**config.mk**
```make
export PLATFORM = sky130hd
export DESIGN_NAME = text_scheduler
export DESIGN_NICKNAME = d
export VERILOG_FILES = /design/src/rtl/text_scheduler.sv
export SDC_FILE = /design/constraint.sdc
export NUM_CORES = 1
export LEC_CHECK = 0
export CORE_MARGIN = 5
export CORE_UTILIZATION = 60
export DETAILED_ROUTE_END_ITERATION = 7
export HOLD_SLACK_MARGIN = 0.05
export PLACE_DENSITY = 0.85
export REMOVE_ABC_BUFFERS = 1
export SYNTH_ARGS = -nofsm -noshare
export SYNTH_HDL_FRONTEND = slang
export SYNTH_SLANG_ARGS = --single-unit
```
**constraint.sdc**
```tcl
create_clock -name clk -period 8.4 [get_ports clk]
set_clock_uncertainty 0.1 [all_clocks]
set_input_delay 1.26 -clock clk [delete_from_list [all_inputs] [get_ports clk]]
set_output_delay 1.26 -clock clk [all_outputs]
set_load 0.1 [all_outputs]
```
**src/rtl/text_scheduler.sv**
```systemverilog
// text_scheduler
//   Places a fixed box of MSG_LEN character slots on screen and, for every
//   pixel, tells the single-letter renderer which glyph to draw and where
//   inside the glyph the current pixel falls. The message is double-buffered:
//   game logic writes a shadow copy, which is copied into the active copy
//   only at a frame boundary so a frame never shows a half-updated message.
//   A small state machine hides, shows or blinks the whole box.
//
// Ports
//   clk, reset        clock, synchronous active-high reset
//   pixelX, pixelY    current pixel coordinates from the VGA counters
//   startOfFrame      one-cycle pulse at the first pixel of a frame
//   cmdValid, cmd     visibility command: 00 hide, 01 show, 10 blink, 11 ignored
//   wrEn, wrAddr,
//   wrLetter          write one letter code into the shadow message
//   commit            request shadow->active copy at the next frame start
//   offsetX, offsetY  pixel position inside the glyph (0 when not drawing)
//   letter            glyph code for the renderer (0 when not drawing)
//   drawLetter        renderer enable for this pixel
//   busy              a commit is waiting for the next frame start
//   visible           box currently shown (SHOWN or BLINK_ON)
module text_scheduler #(
  parameter int         MSG_LEN       = 8,
  parameter int         TOP_LEFT_X    = 256,
  parameter int         TOP_LEFT_Y    = 200,
  parameter int         LETTER_WIDTH  = 32,
  parameter int         LETTER_HEIGHT = 32,
  parameter int         SPACING       = 4,
  parameter int         BLINK_FRAMES  = 30,
  parameter logic [3:0] BLANK_CODE    = 4'hF
) (
  input  logic                       clk,
  input  logic                       reset,
  input  logic [10:0]                pixelX,
  input  logic [10:0]                pixelY,
  input  logic                       startOfFrame,
  input  logic                       cmdValid,
  input  logic [1:0]                 cmd,
  input  logic                       wrEn,
  input  logic [$clog2(MSG_LEN)-1:0] wrAddr,
  input  logic [3:0]                 wrLetter,
  input  logic                       commit,
  output logic [10:0]                offsetX,
  output logic [10:0]                offsetY,
  output logic [3:0]                 letter,
  output logic                       drawLetter,
  output logic                       busy,
  output logic                       visible
);

  localparam int PITCH  = LETTER_WIDTH + SPACING;
  localparam int SLOT_W = $clog2(MSG_LEN);
  localparam int CNT_W  = (BLINK_FRAMES > 1) ? $clog2(BLINK_FRAMES) : 1;

  localparam logic [10:0] X_LO = 11'(TOP_LEFT_X);
  localparam logic [10:0] X_HI = 11'(TOP_LEFT_X + MSG_LEN * PITCH);
  localparam logic [10:0] Y_LO = 11'(TOP_LEFT_Y);
  localparam logic [10:0] Y_HI = 11'(TOP_LEFT_Y + LETTER_HEIGHT);
  localparam logic [10:0] GLYPH_W = 11'(LETTER_WIDTH);
  localparam logic [CNT_W-1:0] CNT_LAST = CNT_W'(BLINK_FRAMES - 1);

  localparam logic [1:0] CMD_HIDE  = 2'b00;
  localparam logic [1:0] CMD_SHOW  = 2'b01;
  localparam logic [1:0] CMD_BLINK = 2'b10;

  typedef enum logic [1:0] {HIDDEN, SHOWN, BLINK_ON, BLINK_OFF} state_t;

  state_t           state;
  logic [CNT_W-1:0] blink_cnt;
  logic             vis;
  logic             pending;
  logic [3:0]       shadow [MSG_LEN];
  logic [3:0]       active [MSG_LEN];

  logic [10:0]       rel_x;
  logic [10:0]       rel_y;
  logic [10:0]       off_x;
  logic [SLOT_W-1:0] slot;
  logic [3:0]        code;
  logic              in_box;
  logic              draw;

  logic              vld_p1;
  logic [10:0]       off_x_p1;
  logic [10:0]       off_y_p1;
  logic [3:0]        letter_p1;

  // Slot lookup without a divider: the slot is the last one whose left
  // edge is at or below rel_x. rel_x wraps when left of the box, but
  // in_box masks that case.
  always_comb begin
    rel_x  = pixelX - X_LO;
    rel_y  = pixelY - Y_LO;
    in_box = (pixelY >= Y_LO) && (pixelY < Y_HI) &&
             (pixelX >= X_LO) && (pixelX < X_HI);
    slot   = '0;
    off_x  = rel_x;
    for (int s = 1; s < MSG_LEN; s++) begin
      if (rel_x >= 11'(s * PITCH)) begin
        slot  = SLOT_W'(s);
        off_x = rel_x - 11'(s * PITCH);
      end
    end
    code = active[slot];
    draw = in_box && (off_x < GLYPH_W) && (code != BLANK_CODE) && vis;
  end

  // ---- stage p1: registered renderer request ----
  always_ff @(posedge clk) begin
    if (reset) begin
      vld_p1    <= 1'b0;
      off_x_p1  <= '0;
      off_y_p1  <= '0;
      letter_p1 <= '0;
    end else begin
      vld_p1    <= draw;
      off_x_p1  <= draw ? off_x : '0;
      off_y_p1  <= draw ? rel_y : '0;
      letter_p1 <= draw ? code  : '0;
    end
  end

  // Visibility FSM. A command always takes priority over a frame pulse in
  // the same cycle, so that pulse is not counted toward the blink period.
  always_ff @(posedge clk) begin
    if (reset) begin
      state     <= HIDDEN;
      blink_cnt <= '0;
      vis       <= 1'b0;
    end else if (cmdValid && (cmd == CMD_HIDE || cmd == CMD_SHOW || cmd == CMD_BLINK)) begin
      blink_cnt <= '0;
      case (cmd)
        CMD_HIDE: begin
          state <= HIDDEN;
          vis   <= 1'b0;
        end
        CMD_SHOW: begin
          state <= SHOWN;
          vis   <= 1'b1;
        end
        default: begin
          state <= BLINK_ON;
          vis   <= 1'b1;
        end
      endcase
    end else if (startOfFrame && (state == BLINK_ON || state == BLINK_OFF)) begin
      if (blink_cnt == CNT_LAST) begin
        blink_cnt <= '0;
        if (state == BLINK_ON) begin
          state <= BLINK_OFF;
          vis   <= 1'b0;
        end else begin
          state <= BLINK_ON;
          vis   <= 1'b1;
        end
      end else begin
        blink_cnt <= blink_cnt + 1'b1;
      end
    end
  end

  // Message buffers. The frame-start copy reads shadow before any write in
  // the same cycle lands, so a simultaneous write only reaches shadow.
  always_ff @(posedge clk) begin
    if (reset) begin
      pending <= 1'b0;
      for (int i = 0; i < MSG_LEN; i++) begin
        shadow[i] <= BLANK_CODE;
        active[i] <= BLANK_CODE;
      end
    end else begin
      if (wrEn && (int'(wrAddr) < MSG_LEN)) begin
        shadow[wrAddr] <= wrLetter;
      end
      if (startOfFrame && (pending || commit)) begin
        for (int i = 0; i < MSG_LEN; i++) begin
          active[i] <= shadow[i];
        end
        pending <= 1'b0;
      end else if (commit) begin
        pending <= 1'b1;
      end
    end
  end

  assign drawLetter = vld_p1;
  assign offsetX    = off_x_p1;
  assign offsetY    = off_y_p1;
  assign letter     = letter_p1;
  assign busy       = pending;
  assign visible    = vis;

endmodule
```
==> out/qor.txt, run 1 <==
Status -> completed
Post-CTS setup buffer count -> 0
Initial Utilization -> 61.6%
First-pass GRT wire length -> 20600 um
Non-filler cells, final -> 694
Pre-CTS WS -> 2.43 ns
Dpl hpwl -> 9450 um
CTS hold repair buffers -> 0
Max Cap Viol -> 0
Tmin final -> 5.63 ns
Worst min path class -> reg -> reg
Vias in the first global route -> 4211
Mean post-synth cell area -> 10.2 um2
Via density per instance -> 6.09
Ys Warns -> 0
Total negative setup slack -> 0 ns
Die height -> 105 um
Seq/Total Area, Yosys -> 49.2%
Area of the die -> 0.0109 mm2
# nets final -> 637
Worst VDD drop -> 0.129 mV
Routed Antenna Nets -> 0
Routed WL -> 12600 um
Post-layout util -> 72.3%
Final hold violations -> 0
RSZ-0062 raised after global routing -> false
Synth Register Bits -> 100
CTS tree -> yes
Antenna diode count -> 0
Most common cell after layout, fill and taps aside -> clkdlybuf4s50_1
Asr flop ratio synth -> 0%
CTS buffer count -> 9
Register area -> 0.00264 mm2
Routed wire per std cell -> 18.1 um
Total gr overflow -> 0
Slew headroom -> 24.6%
Placed insts -> 678
# clock sinks -> 100
Mapped Area -> 0.00537 mm2
EDFF count, synth -> 64
Leak -> 2.12 nW
Reg clk slew, reported paths -> 0.11 ns
Worst-margin pin slew -> 1.13 ns
# IOs -> 66
Predominant post-synthesis flop cell -> edfxtp_1
GRT Util Overall -> 22.9%
Final setup viols -> 0
CP Capture Type -> flop
Max Freq -> 0.178 GHz
Crit path launch -> pixelX[8]
Post-cts sizing count -> 0
Root Driver -> clkbuf_8
Arr. time, crit path -> 5.75 ns
Drt drc -> 0
Iteration-0 DRC Markers -> 259
FP Rows -> 34
Post-synth top area share -> 35.8%
H-tree depth -> 3
Initial antenna violation count -> 0
Worst Hold Launch -> shadow[4][3]$_SDFFCE_PN1P_
CP required -> 8.52 ns
Cell Pwr Density -> 166 mW/mm2
Crit-path max FO -> 21
Most frequent cells in the layout -> clkdlybuf4s50_1, edfxtp_1, dfxtp_1
Via total after detailed routing -> 4225
Routability cong. -> 0.887
Final Power -> 1.04 mW
Multi-input logic area -> 0.00258 mm2
I/O Buffers -> 65
Clock buffer depth -> 2
Final Cycle Share -> 67.1%
Fraction of layout cells with a size suffix above 1 -> 9.90%
Final WS setup -> 2.77 ns
DIE WIDTH -> 105 um
Area contributors post-synth -> edfxtp_1, dfxtp_1, ha_1
Mapped Cells -> 525
Core area -> 0.00872 mm2
Area grow syn2layout -> 17.4%
Crit start category -> input port
Crit Path Class -> in -> reg
Skew-Pair Late Insertion Delay -> 0.37 ns
Yosys cell types -> 72
DRT Pass-1 Iters -> 5
Largest area contributor in the netlist -> edfxtp_1
Largest net degree at the start of global routing -> 49
Fin. max-slew vios -> 0
R2R Path Start -> visible$_SDFFE_PP0P_
Filler cell count -> 621
==> layer usage <==
layer	global-route usage, %	routed length (um)	vias up	share of wire, %
met4	8.13	349	0	2.8
met5	0	0	-	0
met1	28.3	5100	1965	41
met3	4.13	743	37	5.9
li1	-	-	2061	-
met2	40.2	6380	162	51
==> cell families (layout without fill, tap and decap cells) <==
kind of cell | Yosys count | in the layout | synth area share (%)
simple gates | 239 | 239 | 25.3
buf+inv | 41 | 97 | 3.33
fa+ha+maj | 19 | 19 | 4.42
mux | 5 | 5 | 0.955
xor+xnor | 15 | 15 | 2.58
flops | 100 | 100 | 49.2
compound gates | 105 | 105 | 14.2
other cells | 1 | 6 | 0.0698
==> path summary, 6_finish.rpt <==
kind | to | slack (ns) | cells after the start
max reg2reg | offsetX[3]$_SDFF_PP0_ | 5.65 | 8
min | active[4][3]$_SDFFCE_PN1P_ | 0.41 | 1
min reg2reg | active[4][3]$_SDFFCE_PN1P_ | 0.41 | 1
max | offsetY[6]$_SDFF_PP0_ | 2.77 | 12
==> power breakdown <==
part	switching [mW]	internal [mW]	total, mW
combinational	0.104	0.0589	0.163
sequential	0.00700	0.543	0.550
clock	0.184	0.148	0.331
==> layout make-up <==
| class | instances | share of cell area (%) |
|---|---|---|
| clock inverters | 7 | 1.69 |
| flip-flops and latches | 100 | 41.9 |
| inverters | 13 | 0.774 |
| clock buffers | 9 | 1.96 |
| well taps | 108 | 2.14 |
| repair buffers | 68 | 10.7 |
| multi-input cells | 389 | 40.9 |
==> cell usage after synthesis (all sizes together), types with 4 or more instances <==
cell type   n
a211o       4
a211oi      8
a21oi      18
a31oi      11
and3        9
buf        11
clkbuf     17
dfxtp      36
edfxtp     64
ha         19
inv        13
mux2i       4
nand2      32
nand2b     24
nand3      11
nand3b      4
nand4       8
nor2       31
nor2b       5
nor3       26
nor3b      11
o211ai      4
o21a        4
o21ai      19
o31ai       4
or2        29
or3        35
xnor2      11
xor2        4
==> stage by stage <==
stage / hold WS [ns] / cell area, um2
floorplan: 0.371 / 5260
CTS: 0.408 / 6310
global route: 0.424 / 6310
finish: 0.410 / 6310
detailed placement: 0.388 / 6080
global placement: 0.383 / 6080
==> critical path, cell delays in order <==
cell	delay [ns]
clkdlybuf4s50_1	0.73
inv_1	0.15
ha_1	0.28
xor2_1	0.20
or3_1	0.52
or3_1	0.52
a21oi_2	0.35
or3_1	0.16
o221ai_1	0.12
a211o_1	0.30
o41ai_4	0.98
nor3_1	0.15
==> sequential cells by signal, indices dropped and copies added (netlist names) <==
register and flops:
active 32, shadow 32, offsetX 11, offsetY 11
blink_cnt 5, letter 4, state 2, busy 1
drawLetter 1, visible 1
No activity file was read; power rests on OpenSTA's default activity.
==> run 2: changes to the inputs <==
--- a/config.mk
+++ b/config.mk
@@ -6,10 +6,10 @@
 export NUM_CORES = 1
 export LEC_CHECK = 0
 export CORE_MARGIN = 5
-export CORE_UTILIZATION = 60
+export CORE_UTILIZATION = 56
 export DETAILED_ROUTE_END_ITERATION = 7
 export HOLD_SLACK_MARGIN = 0.05
-export PLACE_DENSITY = 0.85
+export PLACE_DENSITY = 0.8
 export REMOVE_ABC_BUFFERS = 1
 export SYNTH_ARGS = -nofsm -noshare
 export SYNTH_HDL_FRONTEND = slang
==> constraint.sdc (replaced) <==
create_clock -name clk -period 5.2 [get_ports clk]
set_clock_uncertainty 0.1 [all_clocks]
set_input_delay 0.78 -clock clk [delete_from_list [all_inputs] [get_ports clk]]
set_output_delay 0.78 -clock clk [all_outputs]
set_load 0.1 [all_outputs]
==> out/qor.txt, run 2 (synthesis gave the netlist of run 1 again) <==
Largest net degree at the start of global routing -> 49 (unchanged)
Core area -> 0.00928 mm2 (+6.5%)
H-tree depth -> 3 (unchanged)
Slew headroom -> 33.9% (+9.3 points)
Most common cell after layout, fill and taps aside -> clkdlybuf4s50_1
Skew-Pair Late Insertion Delay -> 0.37 ns (about the same)
Placed insts -> 717 (+5.8%)
Final Cycle Share -> 84.1%
Dpl hpwl -> 10300 um (+8.6%)
Hold Path Depth -> 1 (unchanged)
Clock buffer depth -> 2 (unchanged)
Cell Pwr Density -> 257 mW/mm2 (+55%)
Arr. time, crit path -> 4.51 ns (-1.24 ns)
Sequential power share -> 53.7% (+1.1 points)
Crit Path Class -> in -> reg
Via total after detailed routing -> 4338 (+2.7%)
Initial Utilization -> 57.9% (-3.7 points)
Final setup viols -> 0 (unchanged)
Register area -> 0.00264 mm2 (unchanged)
Post-Place Cell Area -> 0.00624 mm2 (+2.7%)
Routability cong. -> 0.967 (+8.9%)
Net Sw Power -> 0.482 mW (+63%)
Combinational share of power -> 16.8% (+1.2 points)
Reg clk slew, reported paths -> 0.11 ns (about the same)
I/O Buffers -> 65 (unchanged)
Area of the die -> 0.0117 mm2 (+6.4%)
Most frequent cells in the layout -> clkdlybuf4s50_1, edfxtp_1, dfxtp_1
Vias in the first global route -> 4330 (+2.8%)
CTS tree -> yes
GRT Util Overall -> 23.7% (+0.78 points)
CP Capture Type -> flop
Routed WL -> 13300 um (+6.0%)
Leak -> 2.20 nW (+3.7%)
Iteration-0 DRC Markers -> 291 (+12%)
Tmin final -> 4.38 ns
Post-CTS setup buffer count -> 0 (unchanged)
Final Power -> 1.65 mW (+58%)
Multi-input logic area -> 0.00258 mm2 (unchanged)
Routed wire per std cell -> 18.2 um (+0.31%)
Antenna diode count -> 0 (unchanged)
CTS buffer count -> 9 (unchanged)
Crit start category -> input port
Total gr overflow -> 0 (unchanged)
Routed Antenna Nets -> 0 (unchanged)
Clock power frac -> 29.5% (-2.2 points)
# IOs -> 66 (unchanged)
Worst-margin pin slew -> 0.988 ns (-0.139 ns)
# nets final -> 655 (+2.8%)
RSZ-0062 raised after global routing -> false
Worst min path class -> reg -> reg
Net Sw Frac -> 29.2% (+0.90 points)
Non-filler cells, final -> 733 (+5.6%)
CP required -> 5.34 ns (-3.18 ns)
Initial antenna violation count -> 0 (unchanged)
Final hold violations -> 0 (unchanged)
Crit-path max FO -> 19 (-9.5%)
Internal power -> 1.17 mW (+56%)
DRT Pass-1 Iters -> 5 (unchanged)
Root Driver -> clkbuf_8
Area grow syn2layout -> 19.8%
FP Rows -> 35 (+2.9%)
Via density per instance -> 5.92 (-2.8%)
DIE WIDTH -> 108 um (+3.2%)
Max Cap Viol -> 0 (unchanged)
Fin. max-slew vios -> 0 (unchanged)
Fraction of layout cells with a size suffix above 1 -> 12.6% (+2.7 points)
Total negative setup slack -> 0 ns (unchanged)
R2R depth -> 9 (+1)
Post-cts sizing count -> 0 (unchanged)
Status -> completed
Worst VDD drop -> 0.226 mV (+76%)
Final Cell Area -> 0.00644 mm2 (+2.1%)
Filler cell count -> 719 (+16%)
CTS hold repair buffers -> 0 (unchanged)
R2R setup slack -> 2.60 ns (-3.05 ns)
Worst hold margin -> 0.411 ns (+0.00131 ns)
Largest registers -> active x32, shadow x32
First-pass GRT wire length -> 21600 um (+4.9%)
# clock sinks -> 100 (unchanged)
Die height -> 108 um (+3.2%)
Max Freq -> 0.229 GHz
Drt drc -> 0 (unchanged)
[run 2: worst paths after layout]
path | start | endpoint
setup / recovery | pixelX[8] | letter[0]$_SDFF_PP0_
hold / removal | shadow[1][1]$_SDFFCE_PN1P_ | active[1][1]$_SDFFCE_PN1P_
hold reg to reg | shadow[1][1]$_SDFFCE_PN1P_ | active[1][1]$_SDFFCE_PN1P_
setup reg to reg | visible$_SDFFE_PP0P_ | offsetY[4]$_SDFF_PP0_
[run 2: final cells by class]
| cell class | instances | share of cell area (%) |
|---|---|---|
| sequential | 100 | 41.0 |
| multi-input combinational | 389 | 40.1 |
| timing repair buffer | 86 | 12.6 |
| tap | 129 | 2.51 |
| clock buffer | 9 | 1.92 |
| clock inverter | 7 | 1.17 |
| inverter | 13 | 0.758 |
[run 2: worst max-delay path, cell delays in order]
cell and delay (ns):
clkdlybuf4s50_1 0.48, inv_1 0.08, ha_1 0.26, xor2_1 0.20, or3_1 0.51, or3_1 0.53, a21oi_2 0.34, or3_1 0.17
o221ai_1 0.10, a211o_1 0.29, o41ai_4 0.38, buf_4 0.31, nor3_1 0.08
[run 2: power groups by stage]
stage	logic (mW)	clock network (mW)	registers (mW)
2_1_floorplan	0.137	0	0.926
3_3_place_gp	0.272	0	0.905
3_5_place_dp	0.274	0	0.906
4_1_cts	0.276	0.498	0.888
5_1_grt	0.301	0.537	0.891
6_report	0.278	0.488	0.888
[run 2: routing by layer]
layer,wire length [um],up-vias,global-route usage (%)
met5,0,-,0
met4,470,0,10.6
met3,599,41,4.12
met2,6980,161,42.6
met1,5260,2040,27.6
li1,-,2096,-
[run 2: metrics by stage]
step	setup slack (ns)	utilization (%)
final	0.825	69.4
after global routing	0.617	69.4
after CTS	0.875	69.4
after detailed placement	0.493	67.2
after global placement	0.590	67.2
after floorplan	1.12	-
==> run 3: changes to the inputs <==
--- a/config.mk
+++ b/config.mk
@@ -6,10 +6,10 @@
 export NUM_CORES = 1
 export LEC_CHECK = 0
 export CORE_MARGIN = 5
-export CORE_UTILIZATION = 56
+export CORE_UTILIZATION = 51
 export DETAILED_ROUTE_END_ITERATION = 7
 export HOLD_SLACK_MARGIN = 0.05
-export PLACE_DENSITY = 0.8
+export PLACE_DENSITY = 0.77
 export REMOVE_ABC_BUFFERS = 1
 export SYNTH_ARGS = -nofsm -noshare
 export SYNTH_HDL_FRONTEND = slang
==> constraint.sdc (replaced) <==
create_clock -name clk -period 3.8 [get_ports clk]
set_clock_uncertainty 0.1 [all_clocks]
set_input_delay 0.57 -clock clk [delete_from_list [all_inputs] [get_ports clk]]
set_output_delay 0.57 -clock clk [all_outputs]
set_load 0.1 [all_outputs]
==> out/qor.txt, run 3 (synthesis gave the netlist of run 1 again) <==
Status -> completed
Crit start category -> input port
CTS tree -> yes
Post-layout util -> 71.6% (+2.2 points)
Fin. max-slew vios -> 0 (unchanged)
Crit-path max FO -> 5 (-14)
Root Driver -> clkbuf_8
Dpl hpwl -> 11400 um (+11%)
I/O Buffers -> 65 (unchanged)
Total gr overflow -> 0 (unchanged)
Clock buffer depth -> 2 (unchanged)
Area grow syn2layout -> 37.5%
Slew headroom -> 32.2% (-1.7 points)
Final hold violations -> 0 (unchanged)
R2R depth -> 9 (unchanged)
Routing usage on met2 -> 40.8% (-1.9 points)
Core area -> 0.0103 mm2 (+11%)
Crit Path Class -> in -> reg
DIE WIDTH -> 113 um (+4.3%)
R2R Path Start -> visible$_SDFFE_PP0P_
Final setup viols -> 0 (unchanged)
Most frequent cells in the layout -> buf_4, edfxtp_1, clkdlybuf4s50_1
Worst Hold Launch -> shadow[1][3]$_SDFFCE_PN1P_
Tmin final -> 3.69 ns
# clock sinks -> 100 (unchanged)
Final Power -> 2.36 mW (+43%)
Hold Path Depth -> 1 (unchanged)
Leak -> 2.73 nW (+24%)
Largest registers -> active x32, shadow x32
Cell Pwr Density -> 320 mW/mm2 (+25%)
Most Crowded Layer GR -> met2
CP required -> 3.94 ns (-1.40 ns)
Vias in the first global route -> 4723 (+9.1%)
Total negative setup slack -> 0 ns (unchanged)
Arr. time, crit path -> 3.83 ns (-0.68 ns)
R2R setup slack -> 0.92 ns (-1.68 ns)
CTS buffer count -> 9 (unchanged)
DRT Pass-1 Iters -> 5 (unchanged)
Initial Utilization -> 52.1% (-5.8 points)
Via total after detailed routing -> 4640 (+7.0%)
Routed WL -> 14600 um (+9.9%)
# IOs -> 66 (unchanged)
GRT Util Overall -> 22.8% (-0.86 points)
Skew-Pair Late Insertion Delay -> 0.36 ns (about the same)
Worst min path class -> reg -> reg
CP Capture Type -> flop
CTS hold repair buffers -> 0 (unchanged)
Drt drc -> 0 (unchanged)
Largest net degree at the start of global routing -> 48 (-2.0%)
Via density per instance -> 5.57 (-5.9%)
Area of the die -> 0.0127 mm2 (+8.9%)
Antenna diode count -> 0 (unchanged)
Die height -> 113 um (+4.3%)
Routability cong. -> 0.967 (about the same)
H-tree depth -> 3 (unchanged)
Filler cell count -> 741 (+3.1%)
First-pass GRT wire length -> 23100 um (+7.0%)
Max Cap Viol -> 0 (unchanged)
Met3 usage -> 3.50% (-0.62 points)
Initial antenna violation count -> 0 (unchanged)
Routed wire per std cell -> 17.6 um (-3.3%)
FP Rows -> 37 (+5.7%)
Worst-margin pin slew -> 1.01 ns (+0.0253 ns)
Fraction of layout cells with a size suffix above 1 -> 28.3% (+16 points)
Iteration-0 DRC Markers -> 423 (+45%)
Max Freq -> 0.271 GHz
Worst VDD drop -> 0.363 mV (+61%)
Reg clk slew, reported paths -> 0.10 ns (about the same)
# nets final -> 748 (+14%)
Met1 Use GR -> 27.0% (-0.58 points)
Crit path launch -> pixelX[1]
Most common cell after layout, fill and taps aside -> buf_4
Final Cycle Share -> 97.2%
Routed Antenna Nets -> 0 (unchanged)
RSZ-0062 raised after global routing -> false
[run 3: cell types whose count changed in the layout (fill, tap and decap cells not counted), moves of 4 or more]
cell,change
buf_4,+87
clkdlybuf4s50_1,-5
dlymetal6s2s_1,+4
buf_6,+6
[run 3: worst paths after layout]
path | endpoint
max | offsetX[2]$_SDFF_PP0_
min | active[1][3]$_SDFFCE_PN1P_
max reg2reg | offsetX[3]$_SDFF_PP0_
min reg2reg | active[1][3]$_SDFFCE_PN1P_
[run 3: metrics by stage]
step	cells	area, um2	hold slack [ns]	worst slack, ns
floorplan	502	5260	0.371	-0.0655
global placement	811	6900	0.384	-0.468
detailed placement	811	6900	0.387	-0.516
CTS	827	7180	0.412	-0.00513
global route	833	7390	0.424	0.000642
finish	833	7390	0.410	0.108
[run 3: layout make-up]
class / instances / area [um2] / share of cell area (%)
Timing Repair Buffer: 179 / 1540 / 20.8
Sequential cell: 100 / 2640 / 35.8
Clock inverter: 7 / 78.8 / 1.07
Multi-Input combinational cell: 389 / 2790 / 37.7
Inverter: 13 / 48.8 / 0.660
Clock buffer: 9 / 124 / 1.68
Tap cell: 136 / 170 / 2.30
[run 3: per-layer routing]
| metal | part of all wire [%] | vias up | routed length (um) |
|---|---|---|---|
| li1 | - | 2272 | - |
| met1 | 42 | 2221 | 6100 |
| met2 | 51 | 110 | 7510 |
| met3 | 3.3 | 37 | 488 |
| met4 | 3.8 | 0 | 552 |
| met5 | 0 | - | 0 |
[run 3: worst max-delay path: stages]
cell and delay [ns]:
clkdlybuf4s50_1 0.60, or3b_4 0.51, nor2_1 0.13, buf_4 0.17, nor3_2 0.05, o31a_1 0.36
buf_4 0.16, mux2_1 0.20, a2bb2oi_1 0.15, o211ai_1 0.17, o41ai_4 0.47, buf_4 0.22
nor3_1 0.06
[run 3: repair_timing]
item	in CTS	in global routing
setup buffers	0	5
gates resized for setup	16	36
cloned	0	1
setup endpoints to repair	21	21
pin swaps	5	12
[run 3: report_power, final]
part	total, mW	leakage, nW	switching [mW]	internal, mW
logic	0.489	1.75	0.270	0.219
clock network	0.660	0.102	0.398	0.262
registers	1.22	0.878	0.0156	1.20
